### src/rtl/noc_pkg.sv
// Shared mesh-node constants.
// Direction indices give the bit position of each output direction in a
// route mask. NPORT_DEF and FLIT_PYLD_W are the default router geometry
// used by the input buffers.
package noc_pkg;

    typedef enum int unsigned {
        DIR_N = 0,
        DIR_W = 1,
        DIR_S = 2,
        DIR_E = 3,
        DIR_B = 4
    } dir_e;

    localparam int NPORT_DEF   = 5;
    localparam int FLIT_PYLD_W = 23;

endpackage

### src/rtl/ibuf_store.sv
// Register file for the input buffer entries.
// One synchronous write port, one asynchronous read port, async reset to 0.
//   clk, rst_n : clock, asynchronous active-low reset
//   we         : write enable
//   waddr      : write address
//   wdata      : write data
//   raddr      : read address
//   rdata      : read data (combinational from raddr)
module ibuf_store #(
    parameter  int WIDTH  = 28,
    parameter  int DEPTH  = 4,
    localparam int ADDR_W = $clog2(DEPTH)
) (
    input  logic              clk,
    input  logic              rst_n,
    input  logic              we,
    input  logic [ADDR_W-1:0] waddr,
    input  logic [WIDTH-1:0]  wdata,
    input  logic [ADDR_W-1:0] raddr,
    output logic [WIDTH-1:0]  rdata
);

    logic [WIDTH-1:0] mem_q [DEPTH];
    logic [WIDTH-1:0] mem_d [DEPTH];

    always_comb begin
        mem_d = mem_q;
        if (we) begin
            mem_d[waddr] = wdata;
        end
    end

    always_ff @(posedge clk or negedge rst_n) begin
        if (!rst_n) begin
            for (int unsigned i = 0; i < DEPTH; i++) begin
                mem_q[i] <= '0;
            end
        end else begin
            mem_q <= mem_d;
        end
    end

    assign rdata = mem_q[raddr];

endmodule

### src/rtl/ibuf_fifo.sv
// Multi-entry router input buffer with multicast head retirement.
// Flits {route, payload} are queued in order. The head's not-yet-served
// directions are offered to the output arbiters; the head retires once
// every direction in its route has been granted with output-buffer ready.
//   clk, rst_n   : clock, asynchronous active-low reset
//   flush        : synchronous clear of entries and served state
//   in_vld/in_rdy, in_route, in_pyld : upstream flit handshake
//   arb_req      : head's outstanding directions
//   arb_gnt, obuf_rdy : per-direction grant and downstream ready
//   out_pyld     : head payload
//   occ          : number of stored flits
module ibuf_fifo
    import noc_pkg::*;
#(
    parameter  int PYLD_W = FLIT_PYLD_W,
    parameter  int NPORT  = NPORT_DEF,
    parameter  int DEPTH  = 4,
    localparam int CNT_W  = $clog2(DEPTH + 1)
) (
    input  logic              clk,
    input  logic              rst_n,
    input  logic              flush,
    input  logic              in_vld,
    output logic              in_rdy,
    input  logic [NPORT-1:0]  in_route,
    input  logic [PYLD_W-1:0] in_pyld,
    output logic [NPORT-1:0]  arb_req,
    input  logic [NPORT-1:0]  arb_gnt,
    input  logic [NPORT-1:0]  obuf_rdy,
    output logic [PYLD_W-1:0] out_pyld,
    output logic [CNT_W-1:0]  occ
);

    localparam int               PTR_W    = $clog2(DEPTH);
    localparam int               ENT_W    = NPORT + PYLD_W;
    localparam logic [CNT_W-1:0] FULL_CNT = CNT_W'(DEPTH);

    logic [CNT_W-1:0] count_q,  count_d;
    logic [PTR_W-1:0] wr_ptr_q, wr_ptr_d;
    logic [PTR_W-1:0] rd_ptr_q, rd_ptr_d;
    logic [NPORT-1:0] served_q, served_d;

    logic [ENT_W-1:0]  head_ent;
    logic [NPORT-1:0]  head_route;
    logic [NPORT-1:0]  clr;
    logic              push;
    logic              pop;
    logic              wr_en;

    ibuf_store #(
        .WIDTH (ENT_W),
        .DEPTH (DEPTH)
    ) u_store (
        .clk   (clk),
        .rst_n (rst_n),
        .we    (wr_en),
        .waddr (wr_ptr_q),
        .wdata ({in_route, in_pyld}),
        .raddr (rd_ptr_q),
        .rdata (head_ent)
    );

    assign head_route = head_ent[ENT_W-1:PYLD_W];
    assign out_pyld   = head_ent[PYLD_W-1:0];

    // Registers only: no path from in_* or arb_gnt/obuf_rdy to outputs.
    assign in_rdy  = (count_q != FULL_CNT);
    assign arb_req = (count_q != '0) ? (head_route & ~served_q) : '0;
    assign occ     = count_q;

    always_comb begin
        count_d  = count_q;
        wr_ptr_d = wr_ptr_q;
        rd_ptr_d = rd_ptr_q;
        served_d = served_q;

        // Zero-route flits complete the handshake but are dropped.
        push  = in_vld & in_rdy & (|in_route);
        clr   = arb_gnt & obuf_rdy & arb_req;
        pop   = (|clr) & ((head_route & ~(served_q | clr)) == '0);
        wr_en = push & ~flush;

        if (flush) begin
            count_d  = '0;
            wr_ptr_d = '0;
            rd_ptr_d = '0;
            served_d = '0;
        end else begin
            if (push) begin
                wr_ptr_d = wr_ptr_q + PTR_W'(1);
            end
            if (pop) begin
                rd_ptr_d = rd_ptr_q + PTR_W'(1);
                served_d = '0;
            end else if (|clr) begin
                served_d = served_q | clr;
            end
            count_d = count_q + CNT_W'(push) - CNT_W'(pop);
        end
    end

    always_ff @(posedge clk or negedge rst_n) begin
        if (!rst_n) begin
            count_q  <= '0;
            wr_ptr_q <= '0;
            rd_ptr_q <= '0;
            served_q <= '0;
        end else begin
            count_q  <= count_d;
            wr_ptr_q <= wr_ptr_d;
            rd_ptr_q <= rd_ptr_d;
            served_q <= served_d;
        end
    end

endmodule

### config.mk
export PLATFORM = sky130hd
export DESIGN_NAME = ibuf_fifo
export DESIGN_NICKNAME = d
export VERILOG_FILES = /design/src/rtl/noc_pkg.sv /design/src/rtl/ibuf_store.sv /design/src/rtl/ibuf_fifo.sv
export SDC_FILE = /design/constraint.sdc
export NUM_CORES = 1
export LEC_CHECK = 0
export CAP_MARGIN = 10
export CORE_ASPECT_RATIO = 1.75
export CORE_MARGIN = 4
export CORE_UTILIZATION = 60
export DETAILED_ROUTE_END_ITERATION = 7
export HOLD_SLACK_MARGIN = 0.08
export PLACE_DENSITY = 0.82
export REMOVE_ABC_BUFFERS = 1
export SLEW_MARGIN = 20
export SYNTH_ARGS = -nofsm -noshare
export SYNTH_HDL_FRONTEND = slang
export SYNTH_SLANG_ARGS = --single-unit
### constraint.sdc
create_clock -name clk -period 9.5 [get_ports clk]
set_clock_uncertainty 0.15 [all_clocks]
set_input_delay 1.9 -clock clk [delete_from_list [all_inputs] [get_ports clk]]
set_output_delay 1.9 -clock clk [all_outputs]
set_load 0.02 [all_outputs]
==> metrics, run 1 <==
crit path max fanout=19; die area=11300 um^2; DP HPWL=7120 um; most common cell after layout, fill and taps aside=dfrtp_1; Vias/cell=5.75; CP arrival=2.81 ns; Root Buffer=clkbuf_16; Slew @ Worst Pin=0.828 ns; EDFF count, synth=0; WHS Path Cells=1; Num CTS Buffers=17; Cell Area, Synth=5780 um^2; I/O pin cnt=74; initial antenna violation count=0; Power Density=317 nW/um^2; most frequent cells in the layout=123 x dfrtp_1, 103 x mux2_2, 72 x clkdlybuf4s50_1, 24 x mux4_2, 23 x nor2_1; largest net degree at the start of global routing=70; Reg clk slew, reported paths=0.05 ns; Area after DPL=6560 um^2; # DRC=0; outcome=complete, no violations; vias in the first global route=3811; share of post-route cells with drive strength above 1=39.6%; Max Slew Vio Count=0; setup_tns=0 ns; CTS tree=done; async set or reset register ratio after synthesis=100%; Post CTS Setup Buffer Count=0; Placement Rows=47; Pleak=3.14 nW; count of nets after finishing=499; Die Ht=138 um; Yosys reg bits=124; DR vias=3358; required time worst endpoint=7.45 ns; register area share after synthesis=53.6%; drt first-iter violations=114; Yosys warnings=0; Final Non-Filler Cells=584; Yosys top cell area share=53.6%; VDD IR-drop max=0.000215 V; Seq pwr share=38.9%; Post-Route WL=11300 um; design internal power=1.59 mW; Final Core Density=75.0%; first-pass GRT wire length=18700 um; Die Wd=82.2 um; Synth cell types=45; CTS Sinks=124; gpl congestion=0.744; post-synth top area cell=dfrtp_1; relative slew slack=44.8%; Core ar.=9470 um^2; ys flop type=dfrtp_1; Skew-Pair Late Insertion Delay=0.40 ns; # fillers=603; post-cts sizing count=0; design area=7100 um^2; Final setup viols=0; Synth Instances=373; grt total ovfl=0; fmax=206 MHz; R2R depth=13; Clk pwr share=26.0%; Comb power frac=35.1%; minimum clock period=4.86 ns; Pwr Total=2.25 mW; Switch Pwr=0.661 mW; gr usage total=22.3%; Routed Antenna Nets=0; Placed Cells=553; Initial Utilization=61.1%; RSZ-0062 raised after global routing=false; Final Hold Fails=0; n_diodes=0; wire per inst=19.3 um; Pre-antenna DRT Iters=4; Area Growth Syn to Fin=22.8%; top post-synthesis cells by area=dfrtp_1 54%, mux2_2 20%, mux4_2 9.3%, mux2_1 2.3%, nor2_1 1.5%; hold bufs inserted after CTS=0; clk buf depth=2; Port Buf Inserts=73; critical path startpoint category=flop; htree depth=4; Sw Share=29.4%; mean post-synth cell area=15.5 um^2; crit share post-route=51.2%; number of max-cap violations=0; WS Path Type=reg -> out; min-delay worst type=reg -> reg; crit end category=output port
## power by group through the flow
stage / combinational [mW] / sequential [mW] / clock, mW
2_1_floorplan: 0.530 / 0.852 / 0
3_3_place_gp: 0.774 / 0.858 / 0
3_5_place_dp: 0.794 / 0.878 / 0
4_1_cts: 0.802 / 0.874 / 0.597
5_1_grt: 0.854 / 0.899 / 0.626
6_report: 0.789 / 0.874 / 0.585
## synth_stat cells (all sizes together), types with 2 or more instances
cell / instances
o22ai: 2
a211oi: 2
nand3: 2
a21oi: 3
dfrtp: 124
a31oi: 2
inv: 6
nand2: 6
clkbuf: 4
and2b: 3
ha: 6
mux4: 24
buf: 14
nor3: 5
a22oi: 3
and3: 2
nor2: 24
mux2i: 2
mux2: 120
or3: 2
xnor2: 2
nor2b: 3
## layer usage
| metal | track usage (%) | vias up | share of wire, % |
|---|---|---|---|
| li1 | - | 1525 | - |
| met1 | 26.1 | 1761 | 40 |
| met2 | 39.3 | 62 | 56 |
| met3 | 5.66 | 10 | 3.2 |
| met4 | 6.84 | 0 | 1.2 |
| met5 | 0 | - | 0 |
## critical path: stages (launching register included)
cell and delay [ns]:
dfrtp_1 0.83, buf_4 0.42, mux4_2 0.38, nand2_1 0.17, nor2_1 0.06, clkdlybuf4s50_1 0.56
## per-stage QoR
| stage | hold WS, ns | setup WS (ns) |
|---|---|---|
| after floorplan | 0.309 | 5.19 |
| after global placement | 0.318 | 4.88 |
| after detailed placement | 0.329 | 4.84 |
| after CTS | 0.342 | 4.60 |
| after global routing | 0.360 | 4.49 |
| final | 0.337 | 4.64 |
## state kept, by name, summed over array words and instances (netlist names)
| signal | count |
|---|---|
| occ | 3 |
| rd_ptr_q | 2 |
| served_q | 5 |
| u_store.mem_q | 112 |
| wr_ptr_q | 2 |
## worst paths after layout
check / slack, ns / end / from
max in group asynchronous: 6.52 / u_store.mem_q[77] / rst_n
worst max register to register: 5.82 / occ[2] / rd_ptr_q[1]
worst min-delay path: 0.34 / u_store.mem_q[68] / u_store.mem_q[68]
min in group asynchronous: 1.45 / u_store.mem_q[45] / rst_n
worst min register to register: 0.34 / u_store.mem_q[68] / u_store.mem_q[68]
worst max-delay path: 4.64 / arb_req[4] / rd_ptr_q[1]
## final cells by class
type	count	area (um^2)	share of cell area [%]
Timing Repair Buffer	76	751	10.6
Clock inverter	9	70.1	0.987
Tap cell	122	153	2.15
Inverter	6	22.5	0.317
Multi-Input combinational cell	225	2530	35.6
Sequential cell	124	3100	43.7
Clock buffer	22	474	6.68
## cell families (layout without fill, tap and decap cells)
logic type / after synthesis / count (layout) / share of synthesized area, %
compound gates: 17 / 17 / 2.98
xor+xnor: 3 / 3 / 0.454
fa+ha+maj: 7 / 7 / 1.64
buf+inv: 24 / 113 / 2.68
flops: 124 / 124 / 53.6
mux: 146 / 146 / 33.4
simple gates: 52 / 52 / 5.21
(Power assumes the default switching activity.)
==> run 2: changes to the inputs <==
CORE_UTILIZATION = 55   (was 60)
PLACE_DENSITY = 0.75   (was 0.82)
clock period = 4.9 ns   (was 9.5 ns; I/O delays follow)
==> run 2 against run 1 <==
Net effect: sequential power grew 97%; register-to-register slack worse by 4.6 ns; global-route usage down 0.77 points; design area rose by 1.7%; setup slack worse by 3.5 ns.
==> metrics, run 2 (same netlist as run 1, synthesis figures left out) <==
outcome=complete, no violations (unchanged); Pre-antenna DRT Iters=4 (unchanged); RSZ-0062 raised after global routing=false (unchanged); design area=7220 um^2 (was 7100 um^2); crit share post-route=77.5%; required time worst endpoint=3.77 ns (was 7.45 ns); final worst slack=1.10 ns (was 4.64 ns); Area after DPL=6580 um^2 (was 6560 um^2); die area=12300 um^2 (was 11300 um^2); largest net degree at the start of global routing=71 (was 70); Area Growth Syn to Fin=24.8% (was 22.8%); Port Buf Inserts=73 (unchanged); VDD IR-drop max=0.000465 V (was 0.000215 V); fmax=263 MHz; Crit. Startpoint=rd_ptr_q[0] (was rd_ptr_q[1]); clk buf depth=2 (unchanged); most frequent cells in the layout=122 x dfrtp_1, 103 x mux2_2, 72 x clkdlybuf4s50_1, 24 x mux4_2, 23 x nor2_1 (was 123 x dfrtp_1, 103 x mux2_2, 72 x clkdlybuf4s50_1, 24 x mux4_2, 23 x nor2_1); Skew-Pair Late Insertion Delay=0.40 ns (about the same); htree depth=4 (unchanged); critical path, cell by cell=buf_4 -> mux4_2 -> clkdlybuf4s50_1 (was buf_4 -> mux4_2 -> nand2_1 -> nor2_1 -> clkdlybuf4s50_1); Placed Cells=560 (was 553); CP max stage cell=dfrtp_2 (was dfrtp_1); initial antenna violation count=0 (unchanged); Power Density=635 nW/um^2 (was 317 nW/um^2); critical path startpoint category=flop (unchanged); Vias/cell=5.70 (was 5.75); wire per inst=20.3 um (was 19.3 um); DR vias=3373 (was 3358); DP HPWL=7760 um (was 7120 um); Max Slew Vio Count=0 (unchanged); vias in the first global route=3883 (was 3811); CTS Sinks=124 (unchanged); # DRC=0 (unchanged); Routed Antenna Nets=0 (unchanged); gr usage total=21.5% (was 22.3%); Final Non-Filler Cells=592 (was 584); Largest register FFs=112 (unchanged); I/O pin cnt=74 (unchanged); first-pass GRT wire length=20000 um (was 18700 um); Initial Utilization=56.2% (was 61.1%); Core ar.=10300 um^2 (was 9470 um^2); Die Ht=144 um (was 138 um); hold slack final=0.345 ns (was 0.337 ns); Final Hold Fails=0 (unchanged); n_diodes=0 (unchanged); count of nets after finishing=501 (was 499); CP max stage delay=0.80 ns (was 0.83 ns); Pwr Total=4.58 mW (was 2.25 mW); share of post-route cells with drive strength above 1=40.4% (was 39.6%); post-cts sizing count=0 (unchanged); CTS tree=done (unchanged); Pleak=3.18 nW (was 3.14 nW); setup_tns=0 ns (unchanged); minimum clock period=3.80 ns; grt total ovfl=0 (unchanged); worst r2r src=rd_ptr_q[0] (was rd_ptr_q[1]); CP arrival=2.67 ns (was 2.81 ns); Min-Delay Startpoint=u_store.mem_q[32] (was u_store.mem_q[68]); drt first-iter violations=111 (was 114); gpl congestion=0.794 (was 0.744); Final setup viols=0 (unchanged); WHS Path Cells=1 (unchanged); Post CTS Setup Buffer Count=0 (unchanged); pre-CTS setup slack=1.13 ns (was 4.84 ns); min-delay worst type=reg -> reg (unchanged); most common cell after layout, fill and taps aside=dfrtp_1 (unchanged); number of max-cap violations=0 (unchanged); Die Wd=85.5 um (was 82.2 um); Placement Rows=49 (was 47); Final Core Density=70.1% (was 75.0%); hold bufs inserted after CTS=0 (unchanged); relative slew slack=39.7% (was 44.8%); Reg clk slew, reported paths=0.05 ns (about the same); Root Buffer=clkbuf_16 (unchanged); Slew @ Worst Pin=0.905 ns (was 0.828 ns); crit end category=output port (unchanged); Top reg by flops=u_store.mem_q (unchanged); crit path max fanout=20 (was 19); WS Path Type=reg -> out (unchanged); Post-Route WL=12000 um (was 11300 um); R2R depth=12 (was 13); Num CTS Buffers=17 (unchanged)
[run 2: cell types whose count changed in the layout (fill, tap and decap cells not counted), sizes merged]
cell	before	now
bufinv	1	5
buf	4	6
clkinvlp	0	1
clkinv	8	7
clkbuf	22	19
[run 2: final cells by class]
class,count,area (um^2)
flip-flops and latches,124,3110
well taps,127,159
inverters,6,22.5
fillers,685,3080
clock buffers,19,443
clock inverters,13,196
multi-input cells,225,2530
repair buffers,78,766
[run 2: power breakdown]
group	switching, mW	internal [mW]
combinational	0.636	0.885
clock	0.437	0.910
sequential	0.246	1.47
total	1.32	3.26
[run 2: routing by layer]
| layer | up-vias | GRT usage, % | wire length (um) |
|---|---|---|---|
| met3 | 11 | 5.62 | 448 |
| met4 | 0 | 7.17 | 125 |
| met2 | 61 | 38.9 | 6840 |
| li1 | 1531 | - | - |
| met1 | 1770 | 24.4 | 4620 |
| met5 | - | 0 | 0 |
[run 2: critical path: cells and delay by family, from the launching register on]
kind	cells	cell delay (ns)
buf+inv	2	0.91
mux	1	0.55
flops	1	0.80
[run 2: final timing paths]
check / end / slack, ns
worst max-delay path: out_pyld[2] / 1.10
worst min-delay path: u_store.mem_q[32] / 0.34
worst max register to register: occ[2] / 1.24
worst min register to register: u_store.mem_q[32] / 0.34
max in group asynchronous: u_store.mem_q[68] / 3.08
min in group asynchronous: u_store.mem_q[61] / 0.55
==> run 3: changes to the inputs <==
CORE_UTILIZATION = 50   (was 55)
PLACE_DENSITY = 0.72   (was 0.75)
clock period = 3.1 ns   (was 4.9 ns; I/O delays follow)
==> run 3 against run 2 <==
Net effect: via count rose by 6.0%; clock power rose by 58%; sequential power rose by 56%; die area rose by 9.2%; total power rose by 62%.
==> metrics, run 3 (same netlist as run 1, synthesis figures left out) <==
outcome=complete, no violations (unchanged); Largest register FFs=112 (unchanged); Die Ht=150 um (was 144 um); pre-CTS setup slack=-0.135 ns (was 1.13 ns); htree depth=4 (unchanged); Final setup viols=0 (unchanged); critical path, cell by cell=buf_12 -> mux2_2 -> a22oi_2 -> and2b_4 -> o31ai_4 -> a21oi_4 -> ha_1 -> inv_1 -> ha_1 -> inv_1 -> fa_2 -> nor2_1 (was buf_4 -> mux4_2 -> clkdlybuf4s50_1); Vias/cell=5.63 (was 5.70); min-delay worst type=in -> async (was reg -> reg); final worst slack=0.0247 ns (was 1.10 ns); CTS tree=done (unchanged); Skew-Pair Late Insertion Delay=0.41 ns (was 0.40 ns); Initial Utilization=51.5% (was 56.2%); Root Buffer=clkbuf_16 (unchanged); critical path startpoint category=flop (unchanged); initial antenna violation count=0 (unchanged); relative slew slack=52.3% (was 39.7%); worst r2r src=rd_ptr_q[0] (unchanged); number of max-cap violations=0 (unchanged); Power Density=962 nW/um^2 (was 635 nW/um^2); largest net degree at the start of global routing=54 (was 71); RSZ-0062 raised after global routing=true (was false); vias in the first global route=4113 (was 3883); CP max stage cell=fa_2 (was dfrtp_2); count of nets after finishing=539 (was 501); CP arrival=3.21 ns (was 2.67 ns); share of post-route cells with drive strength above 1=45.3% (was 40.4%); DP HPWL=8640 um (was 7760 um); minimum clock period=3.08 ns; Num CTS Buffers=17 (unchanged); die area=13400 um^2 (was 12300 um^2); VDD IR-drop max=0.000651 V (was 0.000465 V); gr usage total=20.5% (was 21.5%); delay-heaviest family, CP=adder cells (was buffers and inverters); # DRC=0 (unchanged); Pre-antenna DRT Iters=4 (unchanged); I/O pin cnt=74 (unchanged); Max Slew Vio Count=0 (unchanged); DR vias=3575 (was 3373); first-pass GRT wire length=20500 um (was 20000 um); Core ar.=11200 um^2 (was 10300 um^2); Placement Rows=51 (was 49); grt total ovfl=0 (unchanged); Routed Antenna Nets=0 (unchanged); Top reg by flops=u_store.mem_q (unchanged); Final Hold Fails=0 (unchanged); Die Wd=89.3 um (was 85.5 um); Port Buf Inserts=73 (unchanged); Pleak=3.54 nW (was 3.18 nW); drt first-iter violations=95 (was 111); wire per inst=19.6 um (was 20.3 um); fmax=325 MHz; required time worst endpoint=3.24 ns (was 3.77 ns); crit share post-route=99.2%; most frequent cells in the layout=122 x dfrtp_1, 103 x mux2_2, 61 x clkdlybuf4s50_1, 30 x buf_4, 24 x mux4_2 (was 122 x dfrtp_1, 103 x mux2_2, 72 x clkdlybuf4s50_1, 24 x mux4_2, 23 x nor2_1); Reg clk slew, reported paths=0.05 ns (about the same); Buf/Inv on CP=3 (was 2); Slew @ Worst Pin=0.715 ns (was 0.905 ns); Crit. Startpoint=rd_ptr_q[0] (unchanged); n_diodes=0 (unchanged); CTS Sinks=124 (unchanged); clk buf depth=2 (unchanged); gpl congestion=0.870 (was 0.794); Area Growth Syn to Fin=33.3% (was 24.8%); crit end category=flop (was output port); crit path max fanout=11 (was 20); most common cell after layout, fill and taps aside=dfrtp_1 (unchanged); Post-Route WL=12500 um (was 12000 um); CP max stage delay=0.51 ns (was 0.80 ns); Pwr Total=7.42 mW (was 4.58 mW); WS Path Type=reg -> reg (was reg -> out)
## run 3: final timing paths
kind,end,cells after the start,slack (ns)
max in group asynchronous,u_store.mem_q[49],2,1.95
min in group clk,u_store.mem_q[68],1,0.34
worst min register to register,u_store.mem_q[68],1,0.34
worst max register to register,occ[1],12,0.02
worst max-delay path,occ[1],12,0.02
worst min-delay path,u_store.mem_q[35],1,0.11
## run 3: layout make-up
cell class,instances,area [um^2]
tap,132,165
sequential,124,3110
multi-input combinational,225,2530
clock inverter,10,160
fill,766,3520
clock buffer,22,494
timing repair buffer,116,1240
inverter,6,22.5
## run 3: worst reg2reg max path, cell delays in order (launching register included)
cell and delay, ns:
dfrtp_2 0.40, buf_12 0.15, mux2_2 0.35, a22oi_2 0.20, and2b_4 0.24, o31ai_4 0.31
a21oi_4 0.09, ha_1 0.29, inv_1 0.06, ha_1 0.13, inv_1 0.05, fa_2 0.51
nor2_1 0.04
## run 3: metrics by stage
stage,instance area [um^2],util [%],hold slack (ns),std cells,setup TNS [ns]
floorplan,5650,-,0.174,355,-2.23
global placement,7000,62.4,0.318,601,-0.0938
detailed placement,7000,62.4,0.325,601,-0.203
CTS,7680,68.4,0.125,634,-0.0155
global route,7710,68.7,0.154,635,-0.227
finish,7710,68.7,0.110,635,0
## run 3: power by group
group	switching [mW]	leakage, nW	internal, mW
Clock	0.685	0.310	1.45
Combinational	1.07	1.66	1.53
Sequential	0.361	1.57	2.32
Total	2.12	3.54	5.30
## run 3: timing repair
action | CTS | global route
hold buffers | 0 | 0
gates cloned | 0 | 0
resized for setup | 4 | 11
pin swaps | 3 | 4
setup endpoints to repair | 16 | 14
buffers inserted | 1 | 1
## run 3: routing by layer
layer	up-vias	part of all wire, %	track usage [%]
met4	0	1.5	7.15
met3	19	3.8	4.65
li1	1606	-	-
met1	1874	38	23.4
met2	76	57	36.8
met5	-	0	0
